File: src/rtl/regfile_sb_pkg.sv
// regfile_sb_pkg: shared defaults and constants for the scoreboarded register file
package regfile_sb_pkg;
    localparam int XlenDef = 64;
    localparam int NregsDef = 32;
    localparam int NrdDef = 2;
    localparam logic RegRstVal = 1'b0;
    localparam int RegZero = 0;
    localparam logic ZeroVal = 1'b0;
    localparam logic RstLevel = 1'b1;
endpackage

File: src/rtl/regfile_sb_scoreboard.sv
// regfile_sb_scoreboard: per-register busy bits with set-over-clear priority and per-port lookups
module regfile_sb_scoreboard import regfile_sb_pkg::*; #(
    parameter int NREGS = NregsDef,
    parameter int NRD = NrdDef,
    localparam int AW = $clog2(NREGS)
) (
    input  logic              clk,
    input  logic              rst,
    input  logic              set_en,
    input  logic [AW-1:0]     set_addr,
    input  logic              clr0_en,
    input  logic [AW-1:0]     clr0_addr,
    input  logic              clr1_en,
    input  logic [AW-1:0]     clr1_addr,
    input  logic [NRD*AW-1:0] rd_addr,
    output logic [NREGS-1:0]  busy_vec,
    output logic [NRD-1:0]    rd_busy
);
    logic [NREGS-1:0] busy_nxt;
    // a reservation beats a same-cycle clear so the newer producer stays outstanding; x0 never busy
    always_comb begin
        busy_nxt = '0;
        for (int i = 0; i < NREGS; i++)
            busy_nxt[i] = (i != RegZero) && ((set_en && set_addr == AW'(i)) ||
                (busy_vec[i] && !(clr0_en && clr0_addr == AW'(i)) && !(clr1_en && clr1_addr == AW'(i))));
    end
    // scoreboard state
    always_ff @(posedge clk) begin
        if (rst == RstLevel)
            busy_vec <= '0;
        else
            busy_vec <= busy_nxt;
    end
    for (genvar k = 0; k < NRD; k++) begin : g_lk
        assign rd_busy[k] = busy_vec[rd_addr[k*AW +: AW]];
    end
endmodule

File: src/rtl/regfile_sb.sv
// regfile_sb: dual-write-back register file with issue scoreboard; REGFILE_SB_BYPASS_EN enables wb forwarding
module regfile_sb import regfile_sb_pkg::*; #(
    parameter int XLEN = XlenDef,
    parameter int NREGS = NregsDef,
    parameter int NRD = NrdDef,
    localparam int AW = $clog2(NREGS)
) (
    input  logic                clk,
    input  logic                rst,
    input  logic [NRD*AW-1:0]   rd_addr,
    output logic [NRD*XLEN-1:0] rd_data,
    input  logic                iss_valid,
    input  logic [NRD-1:0]      iss_src_used,
    input  logic [AW-1:0]       iss_rd,
    input  logic                iss_rd_we,
    output logic                iss_ready,
    input  logic                wb0_valid,
    input  logic [AW-1:0]       wb0_addr,
    input  logic [XLEN-1:0]     wb0_data,
    input  logic                wb1_valid,
    input  logic [AW-1:0]       wb1_addr,
    input  logic [XLEN-1:0]     wb1_data,
    output logic [NREGS-1:0]    busy_vec
);
    logic [XLEN-1:0] regs [NREGS];
    logic [NRD-1:0] src_busy;
    logic [NRD-1:0] byp;
    logic wb0_live, wb1_live, raw, waw, accept;
    assign wb0_live = wb0_valid && wb0_addr != AW'(RegZero);
    assign wb1_live = wb1_valid && wb1_addr != AW'(RegZero);
    assign raw = |(iss_src_used & src_busy & ~byp);
    assign waw = iss_rd_we && busy_vec[iss_rd] && !(wb0_valid && wb0_addr == iss_rd) && !(wb1_valid && wb1_addr == iss_rd);
    assign iss_ready = !raw && !waw;
    assign accept = iss_valid && iss_ready && iss_rd_we && iss_rd != AW'(RegZero);
    regfile_sb_scoreboard #(.NREGS(NREGS), .NRD(NRD)) u_sb (
        .clk(clk),
        .rst(rst),
        .set_en(accept),
        .set_addr(iss_rd),
        .clr0_en(wb0_valid),
        .clr0_addr(wb0_addr),
        .clr1_en(wb1_valid),
        .clr1_addr(wb1_addr),
        .rd_addr(rd_addr),
        .busy_vec(busy_vec),
        .rd_busy(src_busy)
    );
    // array writes; wb1 is applied last so it wins a same-address collision
    always_ff @(posedge clk) begin
        if (rst == RstLevel) begin
            for (int i = 0; i < NREGS; i++) regs[i] <= {XLEN{RegRstVal}};
        end else begin
            if (wb0_live) regs[wb0_addr] <= wb0_data;
            if (wb1_live) regs[wb1_addr] <= wb1_data;
        end
    end
    for (genvar k = 0; k < NRD; k++) begin : g_rd
        logic [AW-1:0] ra;
        assign ra = rd_addr[k*AW +: AW];
`ifdef REGFILE_SB_BYPASS_EN
        logic hit0, hit1;
        assign hit0 = wb0_live && wb0_addr == ra;
        assign hit1 = wb1_live && wb1_addr == ra;
        assign byp[k] = hit0 || hit1;
        assign rd_data[k*XLEN +: XLEN] = ra == AW'(RegZero) ? {XLEN{ZeroVal}} :
            hit1 ? wb1_data : hit0 ? wb0_data : regs[ra];
`else
        assign byp[k] = 1'b0;
        assign rd_data[k*XLEN +: XLEN] = ra == AW'(RegZero) ? {XLEN{ZeroVal}} : regs[ra];
`endif
    end
endmodule

File: config.mk
export PLATFORM = sky130hd
export DESIGN_NAME = regfile_sb
export DESIGN_NICKNAME = d
export VERILOG_FILES = /design/src/rtl/regfile_sb_pkg.sv /design/src/rtl/regfile_sb_scoreboard.sv /design/src/rtl/regfile_sb.sv
export SDC_FILE = /design/constraint.sdc
export NUM_CORES = 2
export LEC_CHECK = 0
export CELL_PAD_IN_SITES_DETAIL_PLACEMENT = 2
export CELL_PAD_IN_SITES_GLOBAL_PLACEMENT = 2
export CORE_ASPECT_RATIO = 1.5
export CORE_MARGIN = 2
export CORE_UTILIZATION = 51
export DETAILED_ROUTE_END_ITERATION = 16
export GPL_ROUTABILITY_DRIVEN = 1
export PLACE_DENSITY_LB_ADDON = 0.1
export SYNTH_ARGS = -nofsm -noshare
export SYNTH_HDL_FRONTEND = slang
export SYNTH_SLANG_ARGS = --single-unit
File: constraint.sdc
create_clock -name clk -period 19.3 [get_ports clk]
set_clock_uncertainty 0.05 [all_clocks]
set_input_delay 1.93 -clock clk [delete_from_list [all_inputs] [get_ports clk]]
set_output_delay 1.93 -clock clk [all_outputs]
set_load 0.05 [all_outputs]
---- Word-level counts from Yosys, hierarchy flattened ----
Memory sizes are Yosys's and may differ from the RTL's.
Cells that the tools add are included.
cells by class
  muxes and demuxes ....................... 22
  $lt $le $gt $ge ......................... 3
  equal/unequal tests ..................... 95
  bitwise logic cells ..................... 1
  reductions and logical operators ........ 271
operators with widths
  operator            number
  $mux 64             4
  $eq 5x5->1 const B  48
  $logic_and 1x1->1   166
  $reduce_or 64->1    2
  $eq 5x4->1 const B  24
  $logic_not 1->1     66
  $eq 5x3->1 const B  12
  $logic_or 1x1->1    31
  $eq 5x2->1 const B  6
  $lt 5x6->1 const B  3
  $bmux 1 s5          3
  $eq 5x1->1 const B  3
  $reduce_bool 5->1   3
  $mux 1              13
  $eq 5x5->1          2
  $logic_not 5->1     2
  $mux 5              2
  $and 2x2->2         1
  $reduce_or 2->1     1
word-level totals
  bits in writable memories ............... 2,048
  output and inout bits ................... 161
  memories kept ........................... 1
  flip-flop bits (word level) ............. 32
memory list
  memory  depth  width  read ports  clocked after memory_dff  wr ports  line              source
  regs    32     64     2           0                         32        regfile_sb.sv:25  logic [XLEN-1:0] regs [NREGS];

---- Logic depth before layout (Yosys ltp) ----
  depth after elaboration ................. 12
  gate-level depth with buffers ........... 9
  gate-level depth less buffers ........... 6

---- Hierarchy ----
From an unflattened synthesis, not the netlist that was laid out.
unflattened totals
  cell total of the unflattened synthesis .. 7,383
  area, all modules ....................... 118,260.9 µm²
by module, submodules not included
  module                 cells an instance  instances  area an instance (µm²)
  regfile_sb             7,129              1          116,095.1
  regfile_sb_scoreboard  254                1          2,165.8

---- Worst setup path after synthesis ----
Ideal clock, no wire load.
  path type ............................... input to register
  from .................................... input wb0_addr[2]
  to ...................................... memory regs[29][0] (netlist name), enable pin
  setup time .............................. 0.575 ns
  arrival time ............................ 7.369 ns
  path buffers ............................ 4
  stages on the path ...................... 7
  path slack .............................. 11.306 ns
  cell sequence ........................... buf_6 > and3_1 > clkbuf_1 > nand2b_1 > clkbuf_1 > buf_2 > o21ai_0
RTL lines
  what         line              source
  from (decl)  regfile_sb.sv:18  input logic [AW-1:0] wb0_addr,
  to (decl)    regfile_sb.sv:25

---- Final worst setup path ----
  from .................................... input rd_addr[5]
  to ...................................... output rd_data[93]
between the ends
  longest elaborated chain between the ends .. 2
ends and longest elaborated chain
  what                                                     line              source
  from (decl)                                              regfile_sb.sv:10  input logic [NRD*AW-1:0] rd_addr,
  $mem_v2 32x64 / $logic_not 5->1 (equally long branches)  -
  $mux 64 (*)                                              regfile_sb.sv:69  assign rd_data[k*XLEN +: XLEN] = ra == AW'(RegZero) ? {XLEN{ZeroVal}} : regs[ra];
  to (decl)                                                regfile_sb.sv:11  output logic [NRD*XLEN-1:0] rd_data,
Mark *: on every way between the ends. The rest lies on a longest branch, timed or not.

==> metrics <==
post-CTS setup buffers=0; 1st-pass router iterations=8; vias in the first global route=95400; Reg2Reg Depth=6; ys async rst share=0%; clock tree root driver cell=clkbuf_16; I/O pins=322; Hold Startpoint=u_sb.busy_vec[8]; Synth top cells by count=edfxtp_1 (2048), a22o_1 (1982), mux4_2 (1295); Synth area leaders=edfxtp_1 (52%), mux4_2 (25%), a22o_1 (15%), clkbuf_1 (2.7%), buf_2 (0.97%); TNS Setup=0 ns; GR Overflow Total=0; WS Path Type=primary input to output port; layout cells sized above 1=27.6%; Routability Congestion=0.873; switch share=28.4%; maximum vdd drop=0.0000855 V; Initial DRC Count=18600; hold crit path type=register to register; Worst-Margin Slew=1.49 ns; Starting Density=51.1%; FF+latch count, synth=2079; via/cell ratio=9.09; CP Data Arrival Time=8.13 ns; CTS Buf Count=215; Rel. slew slack=0.374%; met3 GRT Util=19.2%; first-pass GRT wire length=802 mm; Unique masters post-synth=56; DRT antenna net count=0; DR WL/cell=57.3 um; Reg power frac=47.1%; area grow syn2layout=10.4%; Post-synth EDFFs=2048; critical path peak fanout=89; Synth Cell Area=118000 um^2; Core Region=230000 um^2; Global Route met2 Usage=73.0%; count of warnings emitted by yosys=0; nature of the critical path startpoint=primary input; max-slew violations=0; Setup violations, final=0; met1 Resource Use GR=58.6%; post-synth top area share=52.2%; clk sinks=2079; clk slew on worst S/H paths=0.06 ns; Mapped Cells=7324; Max-Cap Viols=0; Required @ worst endpoint=17.32 ns; critical path capture point type=output port; P_sw=3.27 mW; cell depth of the worst hold path=2; Cell Int Power=8.25 mW; antenna violations before repair=62; Final Hold Vio Count=0; Die X=396 um; R2R Path Start=u_sb.busy_vec[22]; worst-skew pair later-pin latency=0.88 ns; Die ar.=235000 um^2; largest net degree at the start of global routing=130; Yosys top cell by area=edfxtp_1; Total GRT Usage=49.8%; status=finished clean; Clock Power Share=37.1%; number of remaining DRC errors=0; hold_buf cts=0; Static Leak=42.4 nW; main flop type after synthesis=edfxtp_1; overall power=11.5 mW; port bufs=320; fin nets=7194; critical path capture point=rd_data[93]; post-CTS sizing=0; setup slack, reg-to-reg=16.45 ns; CTS tree=done; Tcrit/Tclk final=52.4%; fmax=98.9 MHz; CP startpoint=rd_addr[5]; most numerous cell in the Yosys netlist=edfxtp_1; CTS Buffer Depth=4; min Tclk post-route=10.11 ns; Die Span Y=592 um; post-synthesis sequential area ratio=52.8%; FP Rows=216; DRT Wirelength=591 mm; RSZ-0062 raised after global routing=no; via count=93700; htree depth=4; DP Wirelength=312 mm; GRT busiest layer=met2; Logic pwr share=15.9%; Core Util, Final=56.4%; power density over the cells=88.7 nW/um^2; Reg2Reg Capture Point=u_sb.busy_vec[7]; Post-Syn Area per Cell=16.1 um^2
[power by group through the flow]
stage	clock network [mW]	logic, mW	registers, mW
floorplan	0	1.11	5.42
global placement	0	1.71	5.43
detailed placement	0	1.75	5.49
CTS	4.23	1.76	5.40
global route	4.36	1.84	5.43
finish	4.27	1.83	5.42
[worst min-delay path by stage]
stage,slack (ns),end
finish,0.48,u_sb.busy_vec[8]
global route,0.54,u_sb.busy_vec[8]
CTS,0.48,u_sb.busy_vec[8]
detailed placement,0.47,u_sb.busy_vec[8]
global placement,0.47,u_sb.busy_vec[12]
floorplan,0.64,u_sb.busy_vec[4]
[routing by layer]
metal | part of all wire (%) | up-vias | routed length (um)
met5 | 0.034 | - | 200
met4 | 9.2 | 32 | 54200
met3 | 16 | 3365 | 95200
met2 | 45 | 11600 | 263000
met1 | 30 | 47900 | 178000
li1 | - | 30900 | -
[final cells by class]
type | count | area (um^2)
fill | 19500 | 100000
sequential | 2079 | 62100
multi-input combinational | 4130 | 51600
clock buffer | 262 | 5730
timing repair buffer | 595 | 5420
tap | 3052 | 3820
clock inverter | 120 | 975
antenna | 63 | 158
inverter | 12 | 90.1
[cells in the final DEF, fill, tap and decap left out, types with 5 or more instances in the layout]
cell | Yosys | final
o21ai_4 | 0 | 17
nor3_4 | 5 | 31
clkinv_1 | 1 | 54
nor2_1 | 77 | 47
mux2i_1 | 12 | 12
nor3_1 | 10 | 9
mux4_2 | 1295 | 1295
o211ai_1 | 5 | 5
clkbuf_1 | 831 | 38
and3b_1 | 6 | 6
nor3b_1 | 6 | 5
mux2_2 | 7 | 7
clkdlybuf4s50_1 | 0 | 307
inv_6 | 0 | 5
buf_8 | 0 | 7
dfxtp_1 | 31 | 31
nor2b_1 | 12 | 12
a22o_1 | 1982 | 1982
a22oi_1 | 21 | 21
conb_1 | 1 | 65
and3_1 | 5 | 5
edfxtp_1 | 2048 | 2048
bufinv_16 | 0 | 17
a211o_4 | 0 | 7
xor2_1 | 8 | 8
buf_12 | 0 | 7
o21ai_0 | 48 | 31
nand2_1 | 276 | 276
clkbuf_16 | 0 | 222
buf_4 | 4 | 265
diode_2 | 0 | 63
nand2b_1 | 6 | 5
nand3b_1 | 31 | 31
nand3_1 | 40 | 40
a21oi_1 | 131 | 131
clkinv_2 | 0 | 43
nor2_4 | 0 | 31
[registers in the layout (all words and copies together), names as in the netlist]
| signal | cells |
|---|---|
| regs | 2048 |
| u_sb.busy_vec | 31 |
[cell families after synthesis]
| group | share of synthesized area [%] |
|---|---|
| compound gates | 15.8 |
| buf+inv | 4.14 |
| mux | 24.9 |
| flops | 52.8 |
| simple gates | 2.21 |
| other cells | 0.00319 |
| xor+xnor | 0.0744 |
[critical path: stages]
cell and delay [ns]:
buf_8 0.32, buf_12 0.57, buf_4 0.81, buf_4 0.85, buf_4 0.84, mux4_2 0.38
mux4_2 0.26, nand2_1 0.08, a21oi_1 0.70, clkdlybuf4s50_1 0.96
[metrics by stage]
step / hold slack [ns] / cells / setup slack (ns) / cell area, um^2
global placement: 0.466 / 9865 / 9.21 / 123000
finish: 0.484 / 10300 / 9.19 / 130000
global route: 0.536 / 10300 / 8.78 / 130000
CTS: 0.481 / 10200 / 9.09 / 130000
detailed placement: 0.472 / 9865 / 9.10 / 123000
floorplan: 0.641 / 7388 / 11.31 / 118000
Power figures use the tool's default switching activity.
